===== config.mk =====
export PLATFORM = sky130hd
export DESIGN_NAME = pong_vga_top
export DESIGN_NICKNAME = d
export VERILOG_FILES = /design/src/rtl/pong_vga_top.sv
export SDC_FILE = /design/constraint.sdc
export NUM_CORES = 1
export LEC_CHECK = 0
export CORE_MARGIN = 1.5
export CORE_UTILIZATION = 55
export CTS_BUF_LIST = sky130_fd_sc_hd__clkbuf_4 sky130_fd_sc_hd__clkbuf_8 sky130_fd_sc_hd__clkbuf_16
export DETAILED_ROUTE_END_ITERATION = 12
export PLACE_DENSITY = 0.72
export SETUP_SLACK_MARGIN = 0.1
export SLEW_MARGIN = 5
export SYNTH_ARGS = -nofsm -noshare
export SYNTH_HDL_FRONTEND = slang
export SYNTH_SLANG_ARGS = --single-unit

===== constraint.sdc =====
create_clock -name ClkPort -period 6.25 [get_ports ClkPort]
set_input_delay 0.9375 -clock ClkPort [delete_from_list [all_inputs] [get_ports ClkPort]]
set_output_delay 0.9375 -clock ClkPort [all_outputs]
set_load 0.05 [all_outputs]

===== src/rtl/pong_vga_top.sv =====
// pong_vga_top: single-player Pong on a 640x480 VGA display.
// The block has a left-edge paddle driven by the up and down buttons, and a bouncing ball.
// It also contains the VGA timing generator, the per-frame game update and a registered pixel renderer.
// Optional build macro PONG_BORDER_EN draws an 8-pixel blue border on the top, bottom and right edges.
// The collision limits do not depend on this macro.
module pong_vga_top #(
  parameter int PADDLE_H    = 64,
  parameter int PADDLE_STEP = 4,
  parameter int BALL_SIZE   = 8,
  parameter int BALL_SPEED  = 2
) (
  input  logic ClkPort,
  input  logic Sw0,
  input  logic Sw1,
  input  logic btnU,
  input  logic btnD,
  output logic St_ce_bar,
  output logic St_rp_bar,
  output logic Mt_ce_bar,
  output logic Mt_St_oe_bar,
  output logic Mt_St_we_bar,
  output logic vga_h_sync,
  output logic vga_v_sync,
  output logic vga_r,
  output logic vga_g,
  output logic vga_b
);

  // 640x480 timing, counted in pixels and lines
  localparam int H_TOTAL  = 800;
  localparam int H_VIS    = 640;
  localparam int HS_FIRST = 656;
  localparam int HS_LAST  = 751;
  localparam int V_TOTAL  = 525;
  localparam int V_VIS    = 480;
  localparam int VS_FIRST = 490;
  localparam int VS_LAST  = 491;

  // playfield geometry
  localparam int PADDLE_X_LEFT  = 16;
  localparam int PADDLE_X_END   = 24;
  localparam int PADDLE_Y_MAX   = V_VIS - PADDLE_H;
  localparam int PADDLE_Y_RESET = PADDLE_Y_MAX / 2;
  localparam int BALL_X_MAX     = H_VIS - BALL_SIZE;
  localparam int BALL_Y_MAX     = V_VIS - BALL_SIZE;
  localparam int BALL_X_RESET   = BALL_X_MAX / 2;
  localparam int BALL_Y_RESET   = BALL_Y_MAX / 2;
`ifdef PONG_BORDER_EN
  localparam int BORDER_W       = 8;
`endif

  localparam logic signed [11:0] SPEED_S      = 12'(BALL_SPEED);
  localparam logic signed [11:0] ZERO_S       = 12'sd0;
  localparam logic signed [11:0] BALL_X_MAX_S = 12'(BALL_X_MAX);
  localparam logic signed [11:0] BALL_Y_MAX_S = 12'(BALL_Y_MAX);
  localparam logic signed [11:0] HIT_X_S      = 12'(PADDLE_X_END);

  logic       reset;
  logic       pe;
  logic [9:0] hcnt;
  logic [9:0] vcnt;
  logic       frame_tick;

  logic [2:0] in_meta;
  logic [2:0] in_sync;
  logic       up_held;
  logic       down_held;
  logic       paused;

  logic [9:0] paddle_y;
  logic [9:0] ball_x;
  logic [9:0] ball_y;
  logic       ball_dx_neg;
  logic       ball_dy_neg;

  logic [9:0] paddle_y_nxt;
  logic [9:0] ball_x_nxt;
  logic [9:0] ball_y_nxt;
  logic       ball_dx_neg_nxt;
  logic       ball_dy_neg_nxt;

  logic signed [11:0] bx_s;
  logic signed [11:0] by_s;
  logic signed [11:0] next_bx;
  logic signed [11:0] next_by;
  logic [10:0] ball_bottom;
  logic [10:0] paddle_bottom;
  logic        overlap;

  logic       h_visible;
  logic       v_visible;
  logic       ball_px;
  logic       paddle_px;
  logic       border_px;
  logic       h_sync_nxt;
  logic       v_sync_nxt;
  logic [2:0] rgb_nxt;

  // The flash and RAM chips share buses with other parts, so their selects stay inactive.
  assign St_ce_bar    = 1'b1;
  assign St_rp_bar    = 1'b1;
  assign Mt_ce_bar    = 1'b1;
  assign Mt_St_oe_bar = 1'b1;
  assign Mt_St_we_bar = 1'b1;

  assign reset = Sw0;

  // The pixel enable runs at half the system clock, so the pixel clock is ClkPort/2.
  always_ff @(posedge ClkPort) begin
    if (reset) pe <= 1'b0;
    else       pe <= ~pe;
  end

  // The horizontal and vertical raster counters advance once per pixel.
  always_ff @(posedge ClkPort) begin
    if (reset) begin
      hcnt <= '0;
      vcnt <= '0;
    end else if (pe) begin
      if (hcnt == 10'(H_TOTAL - 1)) begin
        hcnt <= '0;
        if (vcnt == 10'(V_TOTAL - 1)) vcnt <= '0;
        else                          vcnt <= vcnt + 10'd1;
      end else begin
        hcnt <= hcnt + 10'd1;
      end
    end
  end

  assign frame_tick = pe && (hcnt == 10'd0) && (vcnt == 10'(V_VIS));

  // Two-flop synchronisers for the asynchronous buttons and the pause switch.
  always_ff @(posedge ClkPort) begin
    if (reset) begin
      in_meta <= '0;
      in_sync <= '0;
    end else begin
      in_meta <= {Sw1, btnD, btnU};
      in_sync <= in_meta;
    end
  end

  assign up_held   = in_sync[0];
  assign down_held = in_sync[1];
  assign paused    = in_sync[2];

  assign bx_s    = $signed({2'b00, ball_x});
  assign by_s    = $signed({2'b00, ball_y});
  assign next_bx = ball_dx_neg ? (bx_s - SPEED_S) : (bx_s + SPEED_S);
  assign next_by = ball_dy_neg ? (by_s - SPEED_S) : (by_s + SPEED_S);

  assign ball_bottom   = {1'b0, ball_y} + 11'(BALL_SIZE - 1);
  assign paddle_bottom = {1'b0, paddle_y} + 11'(PADDLE_H - 1);
  assign overlap       = (ball_bottom >= {1'b0, paddle_y}) && ({1'b0, ball_y} <= paddle_bottom);

  // Compute the game state for the next frame.
  // The x and y rules are independent, and a miss overrides both of them.
  always_comb begin
    paddle_y_nxt    = paddle_y;
    ball_x_nxt      = ball_x;
    ball_y_nxt      = ball_y;
    ball_dx_neg_nxt = ball_dx_neg;
    ball_dy_neg_nxt = ball_dy_neg;

    if (up_held && !down_held) begin
      if (paddle_y < 10'(PADDLE_STEP)) paddle_y_nxt = '0;
      else                             paddle_y_nxt = paddle_y - 10'(PADDLE_STEP);
    end else if (down_held && !up_held) begin
      if (paddle_y > 10'(PADDLE_Y_MAX - PADDLE_STEP)) paddle_y_nxt = 10'(PADDLE_Y_MAX);
      else                                             paddle_y_nxt = paddle_y + 10'(PADDLE_STEP);
    end

    if (next_by <= ZERO_S) begin
      ball_y_nxt      = '0;
      ball_dy_neg_nxt = 1'b0;
    end else if (next_by >= BALL_Y_MAX_S) begin
      ball_y_nxt      = 10'(BALL_Y_MAX);
      ball_dy_neg_nxt = 1'b1;
    end else begin
      ball_y_nxt      = next_by[9:0];
    end

    if (next_bx >= BALL_X_MAX_S) begin
      ball_x_nxt      = 10'(BALL_X_MAX);
      ball_dx_neg_nxt = 1'b1;
    end else if (ball_dx_neg && (next_bx <= HIT_X_S) && overlap) begin
      ball_x_nxt      = 10'(PADDLE_X_END);
      ball_dx_neg_nxt = 1'b0;
    end else begin
      ball_x_nxt      = next_bx[9:0];
    end

    if (ball_dx_neg && (next_bx <= ZERO_S) && !overlap) begin
      ball_x_nxt      = 10'(BALL_X_RESET);
      ball_y_nxt      = 10'(BALL_Y_RESET);
      ball_dx_neg_nxt = 1'b0;
      ball_dy_neg_nxt = 1'b0;
    end
  end

  // Commit the game state once per frame, during vertical blanking, unless the game is paused.
  always_ff @(posedge ClkPort) begin
    if (reset) begin
      paddle_y    <= 10'(PADDLE_Y_RESET);
      ball_x      <= 10'(BALL_X_RESET);
      ball_y      <= 10'(BALL_Y_RESET);
      ball_dx_neg <= 1'b0;
      ball_dy_neg <= 1'b0;
    end else if (frame_tick && !paused) begin
      paddle_y    <= paddle_y_nxt;
      ball_x      <= ball_x_nxt;
      ball_y      <= ball_y_nxt;
      ball_dx_neg <= ball_dx_neg_nxt;
      ball_dy_neg <= ball_dy_neg_nxt;
    end
  end

  assign h_visible = hcnt < 10'(H_VIS);
  assign v_visible = vcnt < 10'(V_VIS);

  assign ball_px = ({1'b0, hcnt} >= {1'b0, ball_x}) &&
                   ({1'b0, hcnt} <  ({1'b0, ball_x} + 11'(BALL_SIZE))) &&
                   ({1'b0, vcnt} >= {1'b0, ball_y}) &&
                   ({1'b0, vcnt} <  ({1'b0, ball_y} + 11'(BALL_SIZE)));

  assign paddle_px = (hcnt >= 10'(PADDLE_X_LEFT)) && (hcnt < 10'(PADDLE_X_END)) &&
                     ({1'b0, vcnt} >= {1'b0, paddle_y}) &&
                     ({1'b0, vcnt} <  ({1'b0, paddle_y} + 11'(PADDLE_H)));

`ifdef PONG_BORDER_EN
  assign border_px = (vcnt < 10'(BORDER_W)) ||
                     (vcnt >= 10'(V_VIS - BORDER_W)) ||
                     (hcnt >= 10'(H_VIS - BORDER_W));
`else
  assign border_px = 1'b0;
`endif

  // Pick the colour and sync levels for the current pixel.
  // The ball has priority over the paddle, and the paddle over the border.
  always_comb begin
    rgb_nxt    = 3'b000;
    h_sync_nxt = !((hcnt >= 10'(HS_FIRST)) && (hcnt <= 10'(HS_LAST)));
    v_sync_nxt = !((vcnt >= 10'(VS_FIRST)) && (vcnt <= 10'(VS_LAST)));
    if (h_visible && v_visible) begin
      if (ball_px)        rgb_nxt = 3'b100;
      else if (paddle_px) rgb_nxt = 3'b010;
      else if (border_px) rgb_nxt = 3'b001;
    end
  end

  // Register every video output so that the pins change cleanly once per pixel.
  always_ff @(posedge ClkPort) begin
    if (reset) begin
      vga_h_sync <= 1'b1;
      vga_v_sync <= 1'b1;
      vga_r      <= 1'b0;
      vga_g      <= 1'b0;
      vga_b      <= 1'b0;
    end else if (pe) begin
      vga_h_sync <= h_sync_nxt;
      vga_v_sync <= v_sync_nxt;
      vga_r      <= rgb_nxt[2];
      vga_g      <= rgb_nxt[1];
      vga_b      <= rgb_nxt[0];
    end
  end

endmodule


==> metrics.txt, run 1 <==
LEAKAGE=0.00237 µW; drt total wl=13500 µm; CTS Root Cell=clkbuf_8; share of cells above drive strength 1=4.86%; share of power burned in registers=45.5%; Synth Warn #=0; first-pass GRT wire length=22300 µm; DR iter-0 viols=280; postcts setup bufs=0; # IOs=15; Post-synth EDFFs=0; vias in the first global route=4617; Longest Clk Path Bufs=2; port bufs=8; # diodes=0; critical path, cell by cell=ha_1 -> nand3_1 -> nor3_1 -> xnor2_1 -> ha_1 -> nand3_1 -> o22ai_1 -> or3_1 -> o32ai_1 -> or2_2 -> o22ai_2 -> or4b_1 -> a21oi_1; Int Pwr=643 µW; vias after detailed routing=4837; number of antenna violations at the first check in global routing=0; Num CTS Buffers=9; clock transition at the registers of the reported paths=80 ps; Rows=35; Gate power share=5.1%; antenna-violating nets left=0; Fin. Hold Viols=0; Area Growth Syn to Fin=6.95%; Cell Count, Final, Fillers Out=787; CP max-delay cell=dfxtp_1; RSZ-0062 raised after global routing=no; placed insts=771; Setup WS pre-CTS=2520 ps; worst hold path class=reg -> reg; hpwl dp=10100 µm; Worst-Margin Slew=913 ps; CTS tree=done; CP Launch Type=register; CTS Hold Bufs=0; Tmin final=3840 ps; Slew Limit Fails=0; total core area=9280 µm²; Setup TNS=0 ps; placer congestion estimate=0.949; Die ar.=10300 µm²; Req. time, crit path=6530 ps; ys async rst share=0%; Post-Syn Area=5310 µm²; CTS Sinks=59; drt wl/cell=17.2 µm; Critical Path AT=4130 ps; die height=101 µm; dpl cell area=5450 µm²; cell area power density=150 nW/µm²; switching power=210 µW; initial core utilization=57.2%; crit path max fanout=11; Final period util=61.5%; part of the power in the clock network=49.4%; First-pass DRT Iterations=5; Clock Latency Late Sink=360 ps; Die X=101 µm; maxcap violations=0; post-synthesis register bit count=59; final setup vio count=0; Switching Share=24.6%; Resized cells post-CTS=0; clock skew=12.6 ps; maximum vdd drop=90.8 µV; largest net degree at the start of global routing=40; aggregate global-route resource usage=27.6%; synth unique cells=73; Worst Setup Path Type=reg -> reg; syn_area_per_cell=8.11 µm²; sequential area share after synthesis=22.2%; H-tree levels=3; DRC=0; crit-path max cell delay=580 ps; Post-Syn Instances=655; max_slew headroom=38.7%; status=finished, final reports clean; crit end category=register; gr ovfl total=0; Post-synth top flop=dfxtp_1; Fmax=260 MHz; PnR worst setup slack=2410 ps; post-DR vias/cell=6.15; Total Nets Final=740; post-route cell area=5680 µm²
-- path summary, 6_finish.rpt --
| check | startpoint | endpoint | slack, ps | cells after the start |
|---|---|---|---|---|
| worst max-delay path | ball_y[3] | ball_x[1] | 2410 | 13 |
| worst min-delay path | in_meta[0] | in_sync[0] | 440 | 1 |
| worst max register to register | ball_y[3] | ball_x[1] | 2410 | 13 |
| worst min register to register | in_meta[0] | in_sync[0] | 440 | 1 |
-- metal layers --
| metal | share of wire [%] | vias up | wire (µm) | track usage, % |
|---|---|---|---|---|
| met5 | 0 | - | 0 | 0 |
| met4 | 3.0 | 0 | 399 | 12.9 |
| met3 | 5.7 | 42 | 769 | 3.80 |
| met2 | 47 | 201 | 6410 | 46.5 |
| met1 | 44 | 2237 | 5930 | 34.8 |
| li1 | - | 2357 | - | - |
-- power groups by stage --
stage	Sequential, µW	Combinational (µW)	Clock [µW]
after floorplan	393	39.6	0
after global placement	397	41.5	0
after detailed placement	397	42.6	0
after CTS	388	42.6	428
after global routing	389	47.6	442
final	389	43.4	421
-- kinds of logic after synthesis --
| family | Yosys count | synth area share, % |
|---|---|---|
| flip-flops | 59 | 22.2 |
| XOR/XNOR | 55 | 9.07 |
| other | 2 | 0.141 |
| AND/OR/NAND/NOR | 232 | 23.4 |
| adder cells (fa/ha/maj) | 82 | 19.3 |
| buffers and inverters | 71 | 5.70 |
| multiplexers | 2 | 0.377 |
| AO/OA/AOI/OAI | 152 | 19.7 |
-- stage by stage --
| step | hold slack (ps) | util (%) | total power (µW) |
|---|---|---|---|
| global route | 450 | 61.2 | 879 |
| global placement | 420 | 58.7 | 438 |
| finish | 438 | 61.2 | 853 |
| detailed placement | 421 | 58.7 | 439 |
| floorplan | 414 | - | 432 |
| CTS | 440 | 61.2 | 859 |
-- cells in the final DEF (no fill, tap or decap), types with 17 or more instances in the layout --
| cell type | n |
|---|---|
| a21oi_1 | 30 |
| dfxtp_1 | 59 |
| ha_1 | 82 |
| inv_1 | 42 |
| nand2_1 | 40 |
| nand3_1 | 20 |
| nor2_1 | 62 |
| nor3_1 | 17 |
| o21ai_0 | 32 |
| xnor2_1 | 45 |
-- Yosys cell counts (8+ instances only) --
library cell  number  area [µm²]
and3_1             8        50.1
a22oi_1            8        60.1
clkbuf_1          15        56.3
ha_1              82        1030
nor2b_1           10        62.6
o21ai_0           32         160
nand2b_1          12        75.1
xnor2_1           45         394
nand3_1           20         100
nand2_1           40         150
dfxtp_1           59        1180
a21oi_1           30         150
nor2_1            62         233
a211oi_1          10        75.1
nor3_1            17        85.1
nand4_1            8        50.1
a21o_1             9        67.6
xor2_1            10        87.6
inv_1             42         158
-- worst max-delay path: cells and delay by family, from the launching register on --
| kind | cells | cell delay [ps] |
|---|---|---|
| xor gates and xnor gates | 1 | 150 |
| adders and majority gates | 2 | 560 |
| DFF | 1 | 580 |
| and+or+nand+nor | 6 | 1720 |
| AOI/OAI and AO/OA | 4 | 770 |
-- final cells by class --
cell class | instances | area [µm²]
Multi-Input combinational cell | 529 | 3840
Timing Repair Buffer | 10 | 95.1
Clock buffer | 11 | 151
Tap cell | 129 | 161
Sequential cell | 59 | 1180
Fill cell | 817 | 3600
Inverter | 44 | 165
Clock inverter | 5 | 83.8
-- sequential cells by signal (all words and copies together) (netlist names), 3 cells and up --
signal    count
hcnt         10
vcnt         10
ball_x        9
ball_y        9
paddle_y      8
in_meta       3
in_sync       3
(Power assumes the default switching activity.)
==> run 2: changes to the inputs <==
- clock period: 6.25 -> 4 ns (I/O delays scaled with it)
==> run 2 against run 1 <==
Against the previous run: cell area grew 0.22%; register-to-register slack lost 2000 ps; first-iteration DRC count decreased by 14%; flip-flop and latch count stayed put; highest routed layer unchanged; critical path type unchanged; clock skew is essentially flat; non-clock buffer count is 4 higher; sequential power up 56%; largest power group is now sequential cells.
==> metrics.txt, run 2 (same netlist as run 1, synthesis figures left out) <==
worst reg2reg startpoint=ball_y[4] (was ball_y[3]); first-pass GRT wire length=22500 µm (was 22300 µm); die height=101 µm (unchanged); Worst-Margin Slew=700 ps (was 913 ps); Area Growth Syn to Fin=7.18% (was 6.95%); Final period util=89.6% (was 61.5%); vias in the first global route=4596 (was 4617); Req. time, crit path=4280 ps (was 6530 ps); most common cell after layout, fill and taps aside=ha_1 (unchanged); hpwl dp=9970 µm (was 10100 µm); Critical Path AT=3860 ps (was 4130 ps); Fmax=279 MHz (was 260 MHz); gr ovfl total=0 (unchanged); Total Nets Final=744 (was 740); aggregate global-route resource usage=27.7% (was 27.6%); Cell Count, Final, Fillers Out=791 (was 787); post-route cell area=5690 µm² (was 5680 µm²); Fin. Hold Viols=0 (unchanged); post-DR vias/cell=6.04 (was 6.15); share of cells above drive strength 1=5.74% (was 4.86%); Die X=101 µm (unchanged); vias after detailed routing=4781 (was 4837); status=finished, final reports clean (unchanged); placed insts=775 (was 771); drt wl/cell=16.8 µm (was 17.2 µm); worst hold slack=452 ps (was 438 ps); max_slew headroom=53.1% (was 38.7%); Largest regs=hcnt: 10 flops, vcnt: 10 flops (unchanged); placer congestion estimate=0.932 (was 0.949); cell area power density=222 nW/µm² (was 150 nW/µm²); crit-path max cell delay=520 ps (was 580 ps); CTS Root Cell=clkbuf_8 (unchanged); hold depth=1 (unchanged); Resized cells post-CTS=0 (unchanged); # IOs=15 (unchanged); PnR worst setup slack=417 ps (was 2410 ps); Setup WS pre-CTS=289 ps (was 2520 ps); antenna-violating nets left=0 (unchanged); largest net degree at the start of global routing=40 (unchanged); maximum vdd drop=156 µV (was 90.8 µV); clock skew=12.6 ps (about the same); dpl cell area=5480 µm² (was 5450 µm²); drt total wl=13300 µm (was 13500 µm); Tmin final=3580 ps (was 3840 ps); reg2reg end=ball_x[1] (unchanged); postcts setup bufs=0 (unchanged); Slew Limit Fails=0 (unchanged); total core area=9280 µm² (unchanged); CTS Sinks=59 (unchanged); # diodes=0 (unchanged); Reg2Reg Depth=13 (unchanged); Register Area=1180 µm² (about the same); number of antenna violations at the first check in global routing=0 (unchanged); CTS tree=done (unchanged); crit path max fanout=9 (was 11); Setup TNS=0 ps (unchanged); CTS Hold Bufs=0 (unchanged); Hold EP=in_sync[1] (was in_sync[0]); H-tree levels=3 (unchanged); First-pass DRT Iterations=5 (unchanged); FILL cells=898 (was 817); Worst Setup Path Type=reg -> reg (unchanged); Clock Latency Late Sink=350 ps (was 360 ps); clock transition at the registers of the reported paths=80 ps (about the same); DR iter-0 viols=242 (was 280); CP max-delay cell=dfxtp_1 (unchanged); RSZ-0062 raised after global routing=no (unchanged); worst hold start=in_meta[1] (was in_meta[0]); initial core utilization=57.2% (unchanged); Rows=35 (unchanged); maxcap violations=0 (unchanged); CP Launch Type=register (unchanged); crit end category=register (unchanged); Longest Clk Path Bufs=2 (unchanged); Num CTS Buffers=9 (unchanged); area of the multi-input gates=3850 µm² (was 3840 µm²); flop2flop setup slack=420 ps (was 2410 ps); commonest cells after routing, fill and taps aside=82 x ha_1, 62 x nor2_1, 58 x dfxtp_1 (was 82 x ha_1, 62 x nor2_1, 59 x dfxtp_1); final setup vio count=0 (unchanged); LEAKAGE=0.00238 µW (was 0.00237 µW); port bufs=8 (unchanged); critical path, cell by cell=ha_1 -> nand3_1 -> nor3_1 -> xnor2_1 -> ha_1 -> nand3_1 -> o22ai_1 -> or3_1 -> o32ai_2 -> or2_2 -> o22ai_2 -> or4b_1 -> a21oi_1 (was ha_1 -> nand3_1 -> nor3_1 -> xnor2_1 -> ha_1 -> nand3_1 -> o22ai_1 -> or3_1 -> o32ai_1 -> or2_2 -> o22ai_2 -> or4b_1 -> a21oi_1); Die ar.=10300 µm² (unchanged); DRC=0 (unchanged); worst hold path class=reg -> reg (unchanged)
run 2: critical path: cells and delay by family (launching register included):
kind                     cells  cell delay, ps
AO/OA/AOI/OAI                4             600
AND/OR/NAND/NOR              6            1700
XOR/XNOR                     1             150
flip-flops                   1             520
adder cells (fa/ha/maj)      2             550
run 2: how the worst max path moves through the flow:
| stage | startpoint | to | slack [ps] |
|---|---|---|---|
| after global routing | ball_y[4] | ball_x[1] | 110 |
| after detailed placement | ball_y[3] | ball_x[1] | 290 |
| after CTS | ball_y[3] | ball_x[1] | 280 |
| after floorplan | ball_y[3] | ball_x[1] | 840 |
| final | ball_y[4] | ball_x[1] | 420 |
| after global placement | ball_y[3] | ball_x[1] | 440 |
run 2: report_power, final:
part	total (µW)	internal (µW)	leakage [µW]	switching, µW
clock	587	310	0.0000995	277
combinational	67.3	23.4	0.00181	43.9
sequential	607	595	0.000477	12.4
run 2: area by class of cell:
class | instances | area share, %
inverters | 44 | 2.90
repair buffers | 14 | 2.20
multi-input cells | 529 | 67.6
flip-flops and latches | 59 | 20.8
clock inverters | 6 | 1.25
well taps | 129 | 2.84
clock buffers | 10 | 2.42
run 2: metal layers:
layer	part of all wire [%]	global-route usage, %
met5	0	0
met4	1.8	9.83
met3	4.1	4.35
met2	49	47.2
met1	46	35.6
run 2: through the flow:
stage / util (%) / total power (µW)
after detailed placement: 59.0 / 687
final: 61.3 / 1260
after CTS: 61.2 / 1270
after floorplan: - / 676
after global placement: 59.0 / 685
after global routing: 61.3 / 1310
==> run 3: changes to the inputs <==
- CORE_MARGIN: 1.5 -> unset
==> run 3 against run 2 <==
Against the previous run: die area is 2.0% lower; via count is essentially flat; largest power group unchanged; maximum frequency shrank 0.53%; combinational power is 1% higher; clock skew rose by 4.3 ps; first-iteration DRC count decreased by 15%; clock power is 8.2% lower; flip-flop and latch count stayed put; total power decreased by 3.8%; cell area is 0.66% lower; utilization fell by 0.40 points; final cell count decreased by 0.25%.
==> metrics.txt, run 3 (same netlist as run 1, synthesis figures left out) <==
worst reg2reg startpoint=ball_y[4] (unchanged); clock skew=16.9 ps (was 12.6 ps); Resized cells post-CTS=0 (unchanged); worst hold path class=reg -> reg (unchanged); maximum vdd drop=130 µV (was 156 µV); Clock Latency Late Sink=360 ps (was 350 ps); critical path, cell by cell=ha_1 -> nand3_1 -> nor3_1 -> xnor2_1 -> ha_1 -> nand3_1 -> o22ai_1 -> or3_1 -> o32ai_2 -> or2_2 -> o22ai_2 -> or4b_1 -> a21oi_1 (unchanged); Critical Path Source=ball_y[4] (unchanged); vias in the first global route=4676 (was 4596); commonest cells after routing, fill and taps aside=82 x ha_1, 62 x nor2_1, 58 x dfxtp_1 (unchanged); Rows=35 (unchanged); Num CTS Buffers=9 (unchanged); CTS Root Cell=clkbuf_8 (unchanged); crit-path max cell delay=550 ps (was 520 ps); Pwr Total=1210 µW (was 1260 µW); CTS Sinks=59 (unchanged); post-DR vias/cell=6.06 (was 6.04); drt total wl=13100 µm (was 13300 µm); Worst Setup Path Type=reg -> reg (unchanged); placer congestion estimate=0.909 (was 0.932); first-pass GRT wire length=22400 µm (was 22500 µm); Cell Count, Final, Fillers Out=789 (was 791); CP Capture Point=ball_x[1] (unchanged); CP max-delay cell=dfxtp_1 (unchanged); # IOs=15 (unchanged); Fin. Hold Viols=0 (unchanged); flop2flop setup slack=400 ps (was 420 ps); Die X=100 µm (was 101 µm); aggregate global-route resource usage=27.9% (was 27.7%); most common cell after layout, fill and taps aside=ha_1 (unchanged); DR iter-0 viols=206 (was 242); cell area power density=215 nW/µm² (was 222 nW/µm²); Reg2Reg Depth=13 (unchanged); Fmax=278 MHz (was 279 MHz); crit path max fanout=9 (unchanged); CTS tree=done (unchanged); antenna-violating nets left=0 (unchanged); reg2reg end=ball_x[1] (unchanged); gr ovfl total=0 (unchanged); postcts setup bufs=0 (unchanged); Slew Limit Fails=0 (unchanged); Setup TNS=0 ps (unchanged); clock transition at the registers of the reported paths=90 ps (was 80 ps); Req. time, crit path=4280 ps (about the same); number of antenna violations at the first check in global routing=0 (unchanged); largest net degree at the start of global routing=40 (unchanged); H-tree levels=3 (unchanged); port bufs=8 (unchanged); # diodes=0 (unchanged); placed insts=773 (was 775); hold depth=1 (unchanged); Final period util=90.1% (was 89.6%); final setup vio count=0 (unchanged); vias after detailed routing=4782 (was 4781); die height=100 µm (was 101 µm); Die ar.=10100 µm² (was 10300 µm²); drt wl/cell=16.6 µm (was 16.8 µm); Total Nets Final=742 (was 744); DRC=0 (unchanged); maxcap violations=0 (unchanged); total core area=9280 µm² (unchanged); Area Growth Syn to Fin=6.48% (was 7.18%); Largest regs=hcnt: 10 flops, vcnt: 10 flops (unchanged); CTS Hold Bufs=0 (unchanged); Critical Path AT=3880 ps (was 3860 ps); status=finished, final reports clean (unchanged); Tmin final=3600 ps (was 3580 ps); crit end category=register (unchanged); max_slew headroom=48.7% (was 53.1%); CP Launch Type=register (unchanged); Worst-Margin Slew=750 ps (was 700 ps); initial core utilization=57.2% (unchanged); First-pass DRT Iterations=5 (unchanged); LEAKAGE=0.00236 µW (was 0.00238 µW); share of cells above drive strength 1=5.45% (was 5.74%); Longest Clk Path Bufs=2 (unchanged); hpwl dp=9890 µm (was 9970 µm); RSZ-0062 raised after global routing=no (unchanged)
-- run 3: cell types whose count changed in the layout (fill, tap and decap cells not counted) --
cell / before / now
buf_4: 6 / 4
bufinv_16: 1 / 0
clkinvlp_4: 2 / 3
-- run 3: per-stage QoR --
stage / utilization (%) / cell area [µm²] / hold slack [ps] / setup slack [ps]
after detailed placement: 58.8 / 5460 / 434 / 336
after global routing: 60.9 / 5660 / 469 / 182
after floorplan: - / 5330 / 414 / 837
after CTS: 60.8 / 5650 / 454 / 284
final: 60.9 / 5660 / 446 / 398
after global placement: 58.8 / 5460 / 422 / 434
-- run 3: area by class of cell --
type | count | area [µm²]
sequential | 59 | 1180
multi-input combinational | 529 | 3850
clock inverter | 6 | 48.8
fill | 877 | 3630
timing repair buffer | 12 | 110
clock buffer | 10 | 138
tap | 129 | 161
inverter | 44 | 165
-- run 3: worst max-delay path, delay by kind of cell (launching register included) --
| family | cells | cell delay (ps) |
|---|---|---|
| adder cells (fa/ha/maj) | 2 | 550 |
| flip-flops | 1 | 550 |
| XOR/XNOR | 1 | 150 |
| AO/OA/AOI/OAI | 4 | 600 |
| AND/OR/NAND/NOR | 6 | 1650 |
-- run 3: how the worst min path moves through the flow --
stage / start / end / slack [ps]
5_1_grt: in_meta[2] / in_sync[2] / 470
2_1_floorplan: in_meta[0] / in_sync[0] / 410
3_5_place_dp: in_meta[0] / in_sync[0] / 430
4_1_cts: in_meta[0] / in_sync[0] / 450
6_report: in_meta[0] / in_sync[0] / 450
3_3_place_gp: in_meta[0] / in_sync[0] / 420
-- run 3: where the power goes --
| part | switching (µW) | leakage (µW) | total (µW) | internal [µW] |
|---|---|---|---|---|
| clock network | 292 | 0.0000855 | 539 | 247 |
| registers | 12.0 | 0.000477 | 607 | 595 |
| logic | 44.6 | 0.00180 | 68.0 | 23.4 |
-- run 3: metal layers --
metal	vias up	GRT usage [%]	share of wire, %	wire [µm]
met1	2247	34.6	44	5830
met3	32	4.46	4.9	638
met2	134	47.7	48	6270
met4	0	12.4	2.9	384
li1	2369	-	-	-
met5	-	0	0	0
